[config.mk]
export PLATFORM = sky130hd
export DESIGN_NAME = vrf_req_sequencer_flat
export DESIGN_NICKNAME = d
export VERILOG_FILES = /design/src/rtl/core_pkg.sv /design/src/rtl/vrf_req_sequencer_if.sv /design/src/rtl/vrf_seq_spill_reg.sv /design/src/rtl/vrf_req_sequencer.sv /design/src/flat_wrapper.sv
export SDC_FILE = /design/constraint.sdc
export NUM_CORES = 1
export LEC_CHECK = 0
export BUFFER_PORTS_ARGS = -buffer_cell sky130_fd_sc_hd__buf_4
export CAP_MARGIN = 10
export CORE_MARGIN = 5
export CORE_UTILIZATION = 42
export CTS_CLUSTER_DIAMETER = 120
export DETAILED_ROUTE_END_ITERATION = 8
export PLACE_DENSITY = 0.65
export SYNTH_ARGS = -nofsm -noshare
export SYNTH_HDL_FRONTEND = slang
export SYNTH_SLANG_ARGS = --single-unit
[constraint.sdc]
create_clock -name clk_i -period 9.3 [get_ports clk_i]
set_input_delay 1.86 -clock clk_i [delete_from_list [all_inputs] [get_ports clk_i]]
set_output_delay 1.86 -clock clk_i [all_outputs]
set_load 0.005 [all_outputs]
[src/rtl/core_pkg.sv]
// Shared VRF geometry, width typedefs and the word-request payload used by
// the request sequencer and its optional output slice.
package core_pkg;

  localparam int unsigned VRFStrbWidth = 16;
  localparam int unsigned VlenWidth    = 12;
  localparam int unsigned NumVrfWords  = 128;

  // Byte-offset bits inside a word and the widths of the un-truncated products.
  localparam int unsigned ByteOffW  = $clog2(VRFStrbWidth);
  localparam int unsigned ProdWidth = VlenWidth + 3;
  localparam int unsigned WordIdxW  = ProdWidth - ByteOffW;

  typedef logic [VRFStrbWidth-1:0]        vrf_strb_t;
  typedef logic [$clog2(VRFStrbWidth):0]  ele_cnt_t;
  typedef logic [VlenWidth-1:0]           vlen_t;
  typedef logic [$clog2(NumVrfWords)-1:0] vrf_addr_t;
  typedef logic [ProdWidth-1:0]           byte_idx_t;
  typedef logic [WordIdxW-1:0]            word_idx_t;

  typedef enum logic {IDLE, RUN} vrf_seq_state_e;

  typedef struct packed {
    vrf_addr_t addr;
    logic      first;
    logic      last;
    ele_cnt_t  skip_first;
    ele_cnt_t  skip_last;
  } vrf_req_t;

  // Element count to byte count; sew 0..3 means 1, 2, 4, 8 bytes per element.
  function automatic byte_idx_t scale_by_sew(vlen_t n, logic [1:0] sew);
    return byte_idx_t'(n) << sew;
  endfunction

endpackage

[src/rtl/vrf_req_sequencer_if.sv]
// Descriptor-in / word-request-out bundle of the VRF request sequencer.
// master: the sequencer; slave: the dispatcher and write-port arbiter side.
interface vrf_req_sequencer_if;
  import core_pkg::*;

  logic       op_valid_i;
  logic       op_ready_o;
  vlen_t      op_vstart_i;
  vlen_t      op_vl_i;
  logic [1:0] op_sew_i;
  logic [4:0] op_vd_i;

  logic       req_valid_o;
  logic       req_ready_i;
  vrf_addr_t  req_addr_o;
  logic       req_first_o;
  logic       req_last_o;
  ele_cnt_t   req_skip_first_o;
  ele_cnt_t   req_skip_last_o;
  logic       done_o;

  modport master (
    input  op_valid_i, op_vstart_i, op_vl_i, op_sew_i, op_vd_i, req_ready_i,
    output op_ready_o, req_valid_o, req_addr_o, req_first_o, req_last_o,
           req_skip_first_o, req_skip_last_o, done_o
  );

  modport slave (
    output op_valid_i, op_vstart_i, op_vl_i, op_sew_i, op_vd_i, req_ready_i,
    input  op_ready_o, req_valid_o, req_addr_o, req_first_o, req_last_o,
           req_skip_first_o, req_skip_last_o, done_o
  );
endinterface

[src/rtl/vrf_seq_spill_reg.sv]
// Generic 2-entry valid/ready slice: full throughput, and in_ready depends
// only on local flops, so out_ready never reaches the upstream logic.
module vrf_seq_spill_reg #(
  parameter type T = logic
) (
  input  logic clk_i,
  input  logic rst_i,
  input  logic in_valid,
  output logic in_ready,
  input  T     in_data,
  output logic out_valid,
  input  logic out_ready,
  output T     out_data
);

  logic a_full_q, b_full_q;
  T     a_data_q, b_data_q;
  logic a_fill, a_drain, b_fill, b_drain;

  assign a_fill  = in_valid && in_ready;
  assign a_drain = a_full_q && !b_full_q;
  assign b_fill  = a_drain && !out_ready;
  assign b_drain = b_full_q && out_ready;

  always_ff @(posedge clk_i) begin
    if (rst_i) begin
      a_full_q <= 1'b0;
      b_full_q <= 1'b0;
    end else begin
      if (a_fill || a_drain) a_full_q <= a_fill;
      if (b_fill || b_drain) b_full_q <= b_fill;
    end
  end

  // NOTE: payload flops carry no reset; the full flags alone qualify them.
  always_ff @(posedge clk_i) begin
    if (a_fill) a_data_q <= in_data;
    if (b_fill) b_data_q <= a_data_q;
  end

  assign in_ready  = !a_full_q || !b_full_q;
  assign out_valid = a_full_q || b_full_q;
  assign out_data  = b_full_q ? b_data_q : a_data_q;

endmodule

[src/rtl/vrf_req_sequencer.sv]
// Turns one vector-op descriptor into per-VRF-word requests with first/last
// flags and byte skips. VRF_REQ_SEQ_OUT_REG_EN adds a spill slice on the outputs.
module vrf_req_sequencer
  import core_pkg::*;
#(
  parameter int unsigned WordsPerReg = 4
) (
  input  logic clk_i,
  input  logic rst_i,
  vrf_req_sequencer_if.master bus
);

  vrf_seq_state_e state_q, state_d;

  word_idx_t  cur_q, first_word_q, last_word_q;
  ele_cnt_t   skip_first_q, skip_last_q;
  logic [4:0] vd_q;
  logic       empty_pend_q;

  logic      op_ready, op_hs, op_active;
  byte_idx_t sb, eb_end, eb_end_m1, eb_end_neg;
  logic      core_valid, core_ready, core_hs, done_raw;
  vrf_req_t  core_req;
  vrf_addr_t base_addr;

  assign op_ready  = (state_q == IDLE);
  assign op_hs     = bus.op_valid_i && op_ready;
  assign op_active = (bus.op_vstart_i < bus.op_vl_i);

  assign sb         = scale_by_sew(bus.op_vstart_i, bus.op_sew_i);
  assign eb_end     = scale_by_sew(bus.op_vl_i, bus.op_sew_i);
  assign eb_end_m1  = eb_end - byte_idx_t'(1);
  // (W - end mod W) mod W is just the low bits of the negated byte end.
  assign eb_end_neg = byte_idx_t'(0) - eb_end;

  // NOTE: sequential state is written with <= only, so every flop samples
  // pre-edge values regardless of process ordering.
  always_ff @(posedge clk_i) begin
    if (rst_i) state_q <= IDLE;
    else       state_q <= state_d;
  end

  always_ff @(posedge clk_i) begin
    if (rst_i) begin
      cur_q        <= '0;
      first_word_q <= '0;
      last_word_q  <= '0;
      skip_first_q <= '0;
      skip_last_q  <= '0;
      vd_q         <= '0;
      empty_pend_q <= 1'b0;
    end else begin
      empty_pend_q <= op_hs && !op_active;
      if (op_hs && op_active) begin
        cur_q        <= sb[ProdWidth-1:ByteOffW];
        first_word_q <= sb[ProdWidth-1:ByteOffW];
        last_word_q  <= eb_end_m1[ProdWidth-1:ByteOffW];
        skip_first_q <= ele_cnt_t'(sb[ByteOffW-1:0]);
        skip_last_q  <= ele_cnt_t'(eb_end_neg[ByteOffW-1:0]);
        vd_q         <= bus.op_vd_i;
      end else if (core_hs) begin
        cur_q <= cur_q + word_idx_t'(1);
      end
    end
  end

  always_comb begin
    state_d = state_q;
    unique case (state_q)
      IDLE: if (op_hs && op_active) state_d = RUN;
      RUN:  if (core_hs && core_req.last) state_d = IDLE;
      default: state_d = IDLE;
    endcase
  end

  // Truncation to vrf_addr_t is the intended register-group wrap.
  assign base_addr = vrf_addr_t'(32'(vd_q) * 32'(WordsPerReg));

  // NOTE: every comb output gets a default first, so no latch is inferred.
  always_comb begin
    core_valid = 1'b0;
    core_req   = '0;
    if (state_q == RUN) begin
      core_valid          = 1'b1;
      core_req.addr       = base_addr + vrf_addr_t'(cur_q);
      core_req.first      = (cur_q == first_word_q);
      core_req.last       = (cur_q == last_word_q);
      core_req.skip_first = core_req.first ? skip_first_q : '0;
      core_req.skip_last  = core_req.last  ? skip_last_q  : '0;
    end
  end

  assign core_hs = core_valid && core_ready;

`ifdef VRF_REQ_SEQ_OUT_REG_EN
  vrf_req_t out_req;

  vrf_seq_spill_reg #(.T(vrf_req_t)) u_spill (
    .clk_i     (clk_i),
    .rst_i     (rst_i),
    .in_valid  (core_valid),
    .in_ready  (core_ready),
    .in_data   (core_req),
    .out_valid (bus.req_valid_o),
    .out_ready (bus.req_ready_i),
    .out_data  (out_req)
  );

  assign bus.req_addr_o       = out_req.addr;
  assign bus.req_first_o      = out_req.first;
  assign bus.req_last_o       = out_req.last;
  assign bus.req_skip_first_o = out_req.skip_first;
  assign bus.req_skip_last_o  = out_req.skip_last;
  assign done_raw = bus.req_valid_o && bus.req_ready_i && out_req.last;
`else
  assign core_ready           = bus.req_ready_i;
  assign bus.req_valid_o      = core_valid;
  assign bus.req_addr_o       = core_req.addr;
  assign bus.req_first_o      = core_req.first;
  assign bus.req_last_o       = core_req.last;
  assign bus.req_skip_first_o = core_req.skip_first;
  assign bus.req_skip_last_o  = core_req.skip_last;
  assign done_raw = core_hs && core_req.last;
`endif

  // A reset landing on the final handshake drops the op, so no done either.
  assign bus.done_o     = (empty_pend_q || done_raw) && !rst_i;
  assign bus.op_ready_o = op_ready;

endmodule

[src/flat_wrapper.sv]
// flat-port wrapper written by rule: the top's interface ports become plain ports
module vrf_req_sequencer_flat import core_pkg::*;
#(
  parameter int unsigned WordsPerReg = 4
)
  (clk_i, rst_i, bus_op_valid_i, bus_op_vstart_i, bus_op_vl_i, bus_op_sew_i, bus_op_vd_i, bus_req_ready_i, bus_op_ready_o, bus_req_valid_o, bus_req_addr_o, bus_req_first_o, bus_req_last_o, bus_req_skip_first_o, bus_req_skip_last_o, bus_done_o);
  vrf_req_sequencer_if bus_i ();
  input  logic clk_i;
  input  logic rst_i;
  input wire logic [$bits(bus_i.op_valid_i)-1:0] bus_op_valid_i;
  input wire logic [$bits(bus_i.op_vstart_i)-1:0] bus_op_vstart_i;
  input wire logic [$bits(bus_i.op_vl_i)-1:0] bus_op_vl_i;
  input wire logic [$bits(bus_i.op_sew_i)-1:0] bus_op_sew_i;
  input wire logic [$bits(bus_i.op_vd_i)-1:0] bus_op_vd_i;
  input wire logic [$bits(bus_i.req_ready_i)-1:0] bus_req_ready_i;
  output wire logic [$bits(bus_i.op_ready_o)-1:0] bus_op_ready_o;
  output wire logic [$bits(bus_i.req_valid_o)-1:0] bus_req_valid_o;
  output wire logic [$bits(bus_i.req_addr_o)-1:0] bus_req_addr_o;
  output wire logic [$bits(bus_i.req_first_o)-1:0] bus_req_first_o;
  output wire logic [$bits(bus_i.req_last_o)-1:0] bus_req_last_o;
  output wire logic [$bits(bus_i.req_skip_first_o)-1:0] bus_req_skip_first_o;
  output wire logic [$bits(bus_i.req_skip_last_o)-1:0] bus_req_skip_last_o;
  output wire logic [$bits(bus_i.done_o)-1:0] bus_done_o;
  assign bus_i.op_valid_i = bus_op_valid_i;
  assign bus_i.op_vstart_i = bus_op_vstart_i;
  assign bus_i.op_vl_i = bus_op_vl_i;
  assign bus_i.op_sew_i = bus_op_sew_i;
  assign bus_i.op_vd_i = bus_op_vd_i;
  assign bus_i.req_ready_i = bus_req_ready_i;
  assign bus_op_ready_o = bus_i.op_ready_o;
  assign bus_req_valid_o = bus_i.req_valid_o;
  assign bus_req_addr_o = bus_i.req_addr_o;
  assign bus_req_first_o = bus_i.req_first_o;
  assign bus_req_last_o = bus_i.req_last_o;
  assign bus_req_skip_first_o = bus_i.req_skip_first_o;
  assign bus_req_skip_last_o = bus_i.req_skip_last_o;
  assign bus_done_o = bus_i.done_o;
  vrf_req_sequencer #(.WordsPerReg(WordsPerReg)) u_core (.clk_i(clk_i), .rst_i(rst_i), .bus(bus_i));
endmodule
==> summary by stage <==
Worst setup path
The slowest stage of the critical path belongs to the cell sky130_fd_sc_hd__and2_1. The setup path with the least slack is of type in2out. The worst setup path startpoint is bus_req_ready_i.

The required time at the endpoint of the critical path is 7440 ps. The signal on the critical path passes through buf_4, and2_1, a21oi_1, nor2_1, buf_4. The number of buffers and inverters on the critical path is 2. The worst-path maximum fanout is 4. The endpoint class of the critical path is a primary output. The critical path endpoint is bus_done_o. In this run the number of cells on the critical path is 5. The critical path arrival is 2590 ps. The capturing point of the worst reg2reg path is u_core.skip_first_q[3]. In this design, the largest share of critical-path delay is due to buffers and inverters. The worst register-to-register path has a depth of 4. The worst stage delay on the critical path is 220 ps. The cell that appears most often on the critical path is sky130_fd_sc_hd__buf_4. The startpoint identified for the worst register-to-register timing path is u_core.state_q.

The worst setup path is launched from an input pin. The register-to-register path setup slack is 6910 ps.

Synthesis
The most used flip-flop cell after synthesis is sky130_fd_sc_hd__dfxtp_1. The synthesized cell area is 3661 sq um. The number of flops mapped to enable cells by yosys is 0. Counting distinct cell types in the post-synthesis netlist gives 56. Of the post-synthesis cell area, the dominant cell type holds 26.25%. The library cell with the largest summed area after synthesis is sky130_fd_sc_hd__dfxtp_1. Dividing the synthesized area by the synthesized cell count gives 7.580 sq um. The total of flip-flops plus latches after synthesis is 48. The total of warnings raised by yosys is 0. After synthesis, the cell types taking the most area are sky130_fd_sc_hd__dfxtp_1 26%, sky130_fd_sc_hd__xnor2_1 8.9%, sky130_fd_sc_hd__nand2_1 7.7%.

The async set or reset register ratio after synthesis is 0%. The synthesized instance count is 483. The sequential-to-total area share from yosys stat is 26.25%.

Clock network
The insertion delay of the later-clocked pin in the worst-skew pair is 300 ps. The root buffer cell is sky130_fd_sc_hd__clkbuf_8. The tree built by TritonCTS fans out to 48 sinks. The number of gates resized after CTS was 0. Clock-pin slew was measured on the worst setup and hold paths at 80 ps.

The post-CTS setup buffer count is 0. The clock tree synthesis step divided the H-tree into 2 levels. The CTS tree is done. TritonCTS created 5 clock buffers. The count of hold buffers inserted by post-cts repair is 0. The maximum count of clock buffers along a single path is 2.

Final layout
The sequential cells in the finished layout cover a total of 960.9 sq um. The filler cells instantiated in the layout total 884. The repair_antennas step left the layout with diodes totalling 0. The layout overhead on the synthesized area is 13.02%. The multi-input logic area is 2485 sq um. The final cell count without fillers is 615. For this run, the post-layout net count is 560. Leaving out fill and tap cells, the most frequent cell in the layout is sky130_fd_sc_hd__nand2_1.

In the layout the commonest cells are 75 x sky130_fd_sc_hd__nand2_1, 55 x sky130_fd_sc_hd__buf_4, 48 x sky130_fd_sc_hd__dfxtp_1. The layout cell share with drive strength beyond 1 is 14.99%. The final design utilization is 48.15%.

Global routing
The global-route total usage across every layer is 19.86%. Entering global routing, the biggest net connects 55 pins. The initial antenna violation count was 0. The total grt overflow is 0.

The first global-routing pass estimated 16750 microns of wire. The number of global-route vias before repair came to 3276.

STA
The post-route minimum period is 4445 ps. The final setup violation count is 0. The final hold violation count is 0. The worst pin sits at a relative slew slack of 23.41%.

The largest clock skew in the final design is 13.60 ps. The total negative slack for setup checks is 0 ps. The total count of max-transition violations in the final report is 0. Setup repair after global routing left no endpoint under its margin. The final worst-path cycle share is 47.80%. For the pin with the worst max-slew slack, the measured transition is 1149 ps. The top achievable clock speed is 225.0 MHz.

Placed design
The wire-length estimate of the detail-placed layout is 7727 microns. The congestion estimate from routability-driven global placement came to 0.9248. Buffers placed on the I/O ports in this run total 54.

After detailed placement, the design holds a cell count of 608.

Power and ir drop
The worst supply voltage drop on vdd is 0.05108 mV. Overall power consumption after layout is estimated at 519.3 uW. The power per cell area is 125.5 nW/um^2. The standby leakage power is 0.001628 uW.

Min path
The type of the worst min-delay path is reg2reg.

Detailed routing
The routed layout has 3484 vias. After detailed routing, the number of vias per cell comes to 5.665. The final wirelength is 10160 microns. The count of nets left with antenna violations once routing finished came out at 0.

In the final routed layout, each cell accounts on average for 16.53 microns. The first detailed-routing pass took 5 iterations. After detailed routing, the number of remaining DRC violations is 0. The initial detailed-routing violation count is 196.

Floorplanning
After floorplanning, the core was sized to cover 8593 sq um. The floorplan has 34 rows. The initial cell density of the core is 42.60%. The number of placed I/O pins is 57. The floorplan step defined a die boundary enclosing 10680 sq um.

From bottom edge to top edge, the die measures 103.4 microns. The width of the die is 103.4 microns.

Status
The run finished with clean final reports.

Run
Across the run, the number of max-cap violations was 0.
## report_power, final
| group | internal, uW | leakage [uW] | switching [uW] |
|---|---|---|---|
| combinational | 66.8 | 0.00119 | 85.5 |
| sequential | 221 | 0.000393 | 17.7 |
| clock | 59.4 | 0.0000473 | 68.7 |
## sequential cells by signal, indices dropped and copies added (netlist names)
name                 flops
u_core.cur_q            11
u_core.first_word_q     11
u_core.last_word_q      11
u_core.vd_q              5
u_core.skip_first_q      4
u_core.skip_last_q       4
u_core.empty_pend_q      1
u_core.state_q           1
## tightest hold or removal path, stage by stage (launching register included)
cell and delay (ps):
sky130_fd_sc_hd__dfxtp_1 320, sky130_fd_sc_hd__nand2_1 50, sky130_fd_sc_hd__a21oi_1 50
## kinds of logic after synthesis
family / count (synthesis) / synth area share [%]
flops: 48 / 26.25
mux: 22 / 7.895
simple gates: 190 / 24.44
buf+inv: 53 / 5.981
fa+ha+maj: 18 / 6.357
xor+xnor: 41 / 9.808
compound gates: 110 / 19.17
other cells: 1 / 0.1024
## cell usage after synthesis (12+ instances only)
master / instances
sky130_fd_sc_hd__clkbuf_1: 28
sky130_fd_sc_hd__nand4_1: 14
sky130_fd_sc_hd__and2_1: 13
sky130_fd_sc_hd__xnor2_1: 37
sky130_fd_sc_hd__nor2_1: 38
sky130_fd_sc_hd__mux2i_1: 12
sky130_fd_sc_hd__inv_1: 14
sky130_fd_sc_hd__dfxtp_1: 48
sky130_fd_sc_hd__nand3_1: 14
sky130_fd_sc_hd__ha_1: 17
sky130_fd_sc_hd__a211oi_1: 12
sky130_fd_sc_hd__nand2_1: 75
sky130_fd_sc_hd__a21oi_1: 47
## per-stage QoR
step / hold slack, ps / area (sq um) / setup WS, ps
after global placement: 440.1 / 4046 / 4700
after CTS: 456.2 / 4138 / 4862
after detailed placement: 444.2 / 4046 / 4652
final: 453.8 / 4138 / 4855
after floorplan: 427.3 / 3665 / 4626
after global routing: 465.5 / 4138 / 4690
## layout make-up
class,instances,share of cell area [%]
multi-input cells,383,60.05
flip-flops and latches,48,23.22
repair buffers,55,9.979
well taps,108,3.266
clock buffers,6,1.996
inverters,14,1.270
clock inverters,1,0.2117
## routing by layer
layer | GRT usage (%) | part of all wire [%] | up-vias
met1 | 28.13 | 47 | 1627
met2 | 31.62 | 47 | 94
met5 | 0 | 0 | -
li1 | - | - | 1750
met4 | 6.076 | 1.8 | 0
met3 | 2.347 | 3.8 | 13
## worst min path at each step
stage                            from                     end  slack (ps)  cells past startpoint
2_1_floorplan  u_core.skip_first_q[1]  u_core.skip_first_q[1]         430                      2
3_3_place_gp   u_core.skip_first_q[0]  u_core.skip_first_q[0]         440                      2
3_5_place_dp   u_core.skip_first_q[1]  u_core.skip_first_q[1]         440                      2
4_1_cts        u_core.skip_first_q[1]  u_core.skip_first_q[1]         460                      2
5_1_grt        u_core.skip_first_q[3]  u_core.skip_first_q[3]         470                      2
6_report       u_core.skip_first_q[1]  u_core.skip_first_q[1]         450                      2
Note: power is estimated with default switching activity, not from simulation.
